--- config.mk ---
export PLATFORM = sky130hd
export DESIGN_NAME = mem_arbiter
export DESIGN_NICKNAME = d
export VERILOG_FILES = /design/src/rtl/mem_arb_pkg.sv /design/src/rtl/mem_arb_timeout.sv /design/src/rtl/mem_arbiter.sv
export SDC_FILE = /design/constraint.sdc
export NUM_CORES = 1
export LEC_CHECK = 0
export ABC_AREA = 1
export BUFFER_PORTS_ARGS = -buffer_cell sky130_fd_sc_hd__buf_4
export CAP_MARGIN = 20
export CORE_ASPECT_RATIO = 1.25
export CORE_MARGIN = 2
export CORE_UTILIZATION = 43
export DETAILED_ROUTE_END_ITERATION = 10
export GPL_TIMING_DRIVEN = 1
export PLACE_DENSITY_LB_ADDON = 0.1
export SLEW_MARGIN = 20
export SYNTH_ARGS = -nofsm -noshare
export SYNTH_HDL_FRONTEND = slang
export SYNTH_SLANG_ARGS = --single-unit
--- constraint.sdc ---
create_clock -name clk -period 4.3 [get_ports clk]
set_input_delay 0.43 -clock clk [delete_from_list [all_inputs] [get_ports clk]]
set_output_delay 0.43 -clock clk [all_outputs]
set_load 0.05 [all_outputs]
--- src/rtl/mem_arb_pkg.sv ---
// Shared types and default parameters for the fetch/data memory arbiter.
package mem_arb_pkg;
  localparam int DEF_DATA_W       = 32;
  localparam int DEF_ADDR_W       = 9;
  localparam int DEF_MAX_D_STREAK = 2;
  localparam int DEF_TIMEOUT      = 15;

  typedef enum logic [1:0] {IDLE, BUSY, RESP} arb_state_e;
  typedef enum logic {REQ_IF, REQ_D} req_id_e;
endpackage

--- src/rtl/mem_arb_timeout.sv ---
// Counts consecutive BUSY cycles; expired marks the TIMEOUT-th one.
module mem_arb_timeout #(
  parameter int TIMEOUT = 15
)(
  input  logic clk,
  input  logic reset,
  input  logic clr,
  input  logic en,
  output logic expired
);
  localparam int CW = (TIMEOUT < 2) ? 1 : $clog2(TIMEOUT + 1);

  logic [CW-1:0] cnt;

  // cnt holds the number of earlier BUSY cycles, so the current one is cnt+1
  assign expired = en & (cnt == CW'(TIMEOUT - 1));

  always_ff @(posedge clk or negedge reset) begin
    if (!reset)                cnt <= '0;
    else if (clr)              cnt <= '0;
    else if (en && !expired)   cnt <= cnt + 1'b1;
  end
endmodule

--- src/rtl/mem_arbiter.sv ---
// Two-requester (fetch, data) arbiter onto one single-port memory with
// data priority, bounded data streak and a BUSY timeout.
module mem_arbiter
  import mem_arb_pkg::*;
#(
  parameter int DATA_W       = DEF_DATA_W,
  parameter int ADDR_W       = DEF_ADDR_W,
  parameter int MAX_D_STREAK = DEF_MAX_D_STREAK,
  parameter int TIMEOUT      = DEF_TIMEOUT
)(
  input  logic              clk,
  input  logic              reset,
  input  logic              if_req,
  input  logic [ADDR_W-1:0] if_addr,
  output logic              if_ack,
  output logic [DATA_W-1:0] if_rdata,
  input  logic              d_req,
  input  logic              d_we,
  input  logic [ADDR_W-1:0] d_addr,
  input  logic [DATA_W-1:0] d_wdata,
  output logic              d_ack,
  output logic [DATA_W-1:0] d_rdata,
  output logic              err,
  output logic              if_stall,
  output logic              d_stall,
  output logic              mem_req,
  output logic              mem_we,
  output logic [ADDR_W-1:0] mem_addr,
  output logic [DATA_W-1:0] mem_wdata,
  input  logic              mem_ack,
  input  logic [DATA_W-1:0] mem_rdata
);
  localparam int SW = (MAX_D_STREAK < 2) ? 1 : $clog2(MAX_D_STREAK + 1);

  arb_state_e        state, state_n;
  req_id_e           id_q;
  logic [SW-1:0]     streak;
  logic              streak_max;
  logic              grant_d, grant_if, any_req;
  logic              expired, done;
  logic              err_q;
  logic [DATA_W-1:0] if_rdata_q, d_rdata_q;

  assign any_req    = if_req | d_req;
  assign streak_max = (streak == SW'(MAX_D_STREAK));
  // data has priority until it has starved fetch for MAX_D_STREAK grants
  assign grant_d    = d_req & ~(streak_max & if_req);
  assign grant_if   = if_req & ~grant_d;
  assign done       = (state == BUSY) & (mem_ack | expired);

  mem_arb_timeout #(.TIMEOUT(TIMEOUT)) u_timeout (
    .clk     (clk),
    .reset   (reset),
    .clr     (state != BUSY),
    .en      (state == BUSY),
    .expired (expired)
  );

  always_ff @(posedge clk or negedge reset) begin
    if (!reset) state <= IDLE;
    else        state <= state_n;
  end

  always_comb begin
    state_n = state;
    case (state)
      IDLE:    if (any_req) state_n = BUSY;
      BUSY:    if (mem_ack || expired) state_n = RESP;
      RESP:    state_n = IDLE;
      default: state_n = IDLE;
    endcase
  end

  always_ff @(posedge clk or negedge reset) begin
    if (!reset) begin
      id_q       <= REQ_IF;
      mem_req    <= 1'b0;
      mem_we     <= 1'b0;
      mem_addr   <= '0;
      mem_wdata  <= '0;
      err_q      <= 1'b0;
      if_rdata_q <= '0;
      d_rdata_q  <= '0;
    end else begin
      if (state == IDLE && any_req) begin
        id_q      <= grant_d ? REQ_D : REQ_IF;
        mem_req   <= 1'b1;
        mem_we    <= grant_d & d_we;
        mem_addr  <= grant_d ? d_addr : if_addr;
        mem_wdata <= grant_d ? d_wdata : '0;
      end
      if (done) begin
        mem_req <= 1'b0;
        mem_we  <= 1'b0;
        // a same-cycle mem_ack beats the timeout
        err_q   <= ~mem_ack;
        if (id_q == REQ_IF)
          if_rdata_q <= mem_ack ? mem_rdata : '0;
        else if (!mem_we)
          d_rdata_q  <= mem_ack ? mem_rdata : '0;
      end
    end
  end

  always_ff @(posedge clk or negedge reset) begin
    if (!reset) begin
      streak <= '0;
    end else if (state == IDLE) begin
      if (grant_if)
        streak <= '0;
      else if (grant_d) begin
        if (!if_req)          streak <= '0;
        else if (!streak_max) streak <= streak + 1'b1;
      end
    end
  end

  assign if_ack   = (state == RESP) & (id_q == REQ_IF);
  assign d_ack    = (state == RESP) & (id_q == REQ_D);
  assign err      = (state == RESP) & err_q;
  assign if_rdata = if_rdata_q;
  assign d_rdata  = d_rdata_q;
  assign if_stall = if_req & ~if_ack;
  assign d_stall  = d_req & ~d_ack;
endmodule

==> metrics.csv <==
metric,value,unit
Final Hold Violating Endpoints,0,
drt total wl,13900,um
routed length per instance,14.6,um
Synth Register Bits,117,
Post-Synthesis Cells,610,
R2R Path End,streak[1]$_DFFE_PN0P_,
register share of total power,0.279,
WP data arrival,2.88,ns
maximum clock frequency,0.383,GHz
P&R area growth vs syn,43.8,%
row cnt,44,
"commonest non-fill, non-tap cell in the layout",nand2_1,
Startpoint Class,flop,
# hold bufs at CTS,1,
synth warn,0,
Syn Area/Cell,8.28,um2
Storage cell area,0.00293,mm2
CTS tree,built,
Root Driver,clkbuf_16,
dpl ws,1.56,ns
crit path kind,flop to flop,
Hold Path Origin,d_wdata[23],
Final WS setup,1.69,ns
GR Util All Layers,0.224,
RSZ-0062 raised after global routing,no,
multi-input logic area,0.00177,mm2
placed inst area,0.00662,mm2
post-route ant nets,0,
Worst Hold End,mem_wdata[23]$_DFFE_PN0P_,
Worst-path clk slew,0.05,ns
leakage,0.00425,uW
Worst Tran Pin Value,0.974,ns
Slew headroom,0.347,
Nets,890,
Internal,3390,uW
R2R setup slack,1.69,ns
Logic pwr share,0.489,
# resized after CTS,0,
worst r2r src,streak[0]$_DFFE_PN0P_,
starting density of the core,0.437,
worst skew pair latency,0.41,ns
chip height,125,um
Fill cells,1018,
vias in the first global route,4757,
critical path required time,4.57,ns
Post-CTS Setup Inserts,0,
"Design Area, Final",0.00726,mm2
Via-to-Cell Ratio,4.99,
placer congestion estimate,0.796,
grt total ovfl,0,
mapped cell area,0.00505,mm2
vias,4731,
CTS buffer count,17,
hpwl dp,9320,um
share of layout cells above drive strength 1,0.300,
chip width,101,um
max cap viols,0,
Core Box Area,0.0116,mm2
Slew Limit Fails,0,
sequential share of the synthesized area,0.580,
worst reg2reg path depth,7,
Cell variety after synth,23,
Net Sw Frac,0.473,
total die area,0.0126,mm2
Worst Path Max Fanout,34,
DRT iter0 DRCs,152,
Antenna Cells,0,
Worst setup EP type,flop,
Clk pwr share,0.231,
HP Class,input port to flop,
Hold Path Stages,3,
DRC,0,
crit path time final,2.61,ns
syn_nets,701,
Max IR drop VDD,0.000426,V
Pwr Density,884,mW/mm2
clock sink total,117,
largest net degree at the start of global routing,48,
DRT Pass-1 Iters,4,
Max Root-Sink Buffers,2,
I/O Buffers,199,
Top-Level Pins,200,
first-pass GRT wire length,22500,um
Final Util,0.628,
Design Power,6420,uW
P_sw,3040,uW
H-Tree Level Count,4,
skew final,0.0126,ns
final setup fails,0,
most frequent cells in the layout,"262 x nand2_1, 204 x buf_4, 117 x dfrtp_1",
initial antenna violation count,0,
aggregate negative setup slack,0,ns
part of the cycle the worst path needs,0.608,
run status,"finished, final reports clean",
==> area by class of cell <==
| class | count | share of cell area |
|---|---|---|
| repair buffers | 206 | 0.216 |
| clock buffers | 22 | 0.0653 |
| multi-input cells | 405 | 0.244 |
| inverters | 52 | 0.0269 |
| well taps | 138 | 0.0238 |
| clock inverters | 9 | 0.0207 |
| flip-flops and latches | 117 | 0.403 |
==> routing by layer <==
metal / vias up / routed length, um / GRT usage / part of all wire
met5: - / 0 / 0 / 0
met4: 0 / 234 / 0.0700 / 0.017
met3: 20 / 1100 / 0.0732 / 0.079
met2: 172 / 7010 / 0.378 / 0.50
met1: 2247 / 5550 / 0.270 / 0.40
li1: 2292 / - / - / -
==> worst max-delay path, stage by stage, from the launching register on <==
cell      delay [ns]
dfrtp_1         0.39
inv_1           0.06
ha_1            0.13
nand2_1         0.05
nand2_1         0.45
clkinv_1        0.96
nand3_1         0.32
o21ai_0         0.11
==> sequential cells by signal (all words and copies together), names as in the netlist <==
register       cells
u_timeout.cnt      4
if_rdata          32
id_q               1
streak             2
mem_we             1
mem_wdata         32
err_q              1
d_rdata           32
mem_addr           9
mem_req            1
state              2
==> Yosys cell counts (all sizes together) <==
master,count,area share
a211oi,1,0.0015
a21boi,1,0.0015
a21oi,2,0.0020
buf,18,0.022
clkbuf,18,0.013
clkinv,1,0.00074
dfrtp,117,0.58
ha,3,0.0074
inv,51,0.038
nand2,264,0.20
nand3,101,0.10
nand4,1,0.0012
nor2,11,0.0092
o211ai,9,0.013
o21ai,10,0.011
or2,1,0.0012
xnor2,1,0.0017
==> worst max path at each step <==
stage | start | slack, ns | cells past startpoint | to
after global placement | if_req | 1.77 | 6 | mem_we$_DFFE_PN0P_
after detailed placement | u_timeout.cnt[0]$_DFFE_PN0P_ | 1.56 | 7 | if_rdata[14]$_DFFE_PN0P_
final | streak[0]$_DFFE_PN0P_ | 1.69 | 7 | streak[1]$_DFFE_PN0P_
after global routing | streak[0]$_DFFE_PN0P_ | 1.37 | 7 | streak[0]$_DFFE_PN0P_
after floorplan | id_q$_DFFE_PN0P_ | 2.55 | 3 | d_ack
after CTS | u_timeout.cnt[0]$_DFFE_PN0P_ | 1.54 | 7 | d_rdata[10]$_DFFE_PN0P_
==> cells by family after synthesis <==
family          after synthesis  synth area share
xor+xnor                      1           0.00173
buf+inv                      88            0.0741
simple gates                378             0.308
flops                       117             0.580
compound gates               23            0.0290
fa+ha+maj                     3           0.00743
==> metrics by stage <==
step	instances	hold WS (ns)
finish	949	0.240
global route	949	0.252
CTS	949	0.232
detailed placement	917	0.385
global placement	916	0.386
floorplan	610	0.134
==> power groups by stage <==
stage               clock [uW]  sequential (uW)  combinational, uW
floorplan                    0             3130                798
global placement             0             1790               3090
finish                    1490             1790               3140
global route              1560             1850               3350
CTS                       1510             1800               3170
detailed placement           0             1800               3170
(Power assumes the default switching activity.)
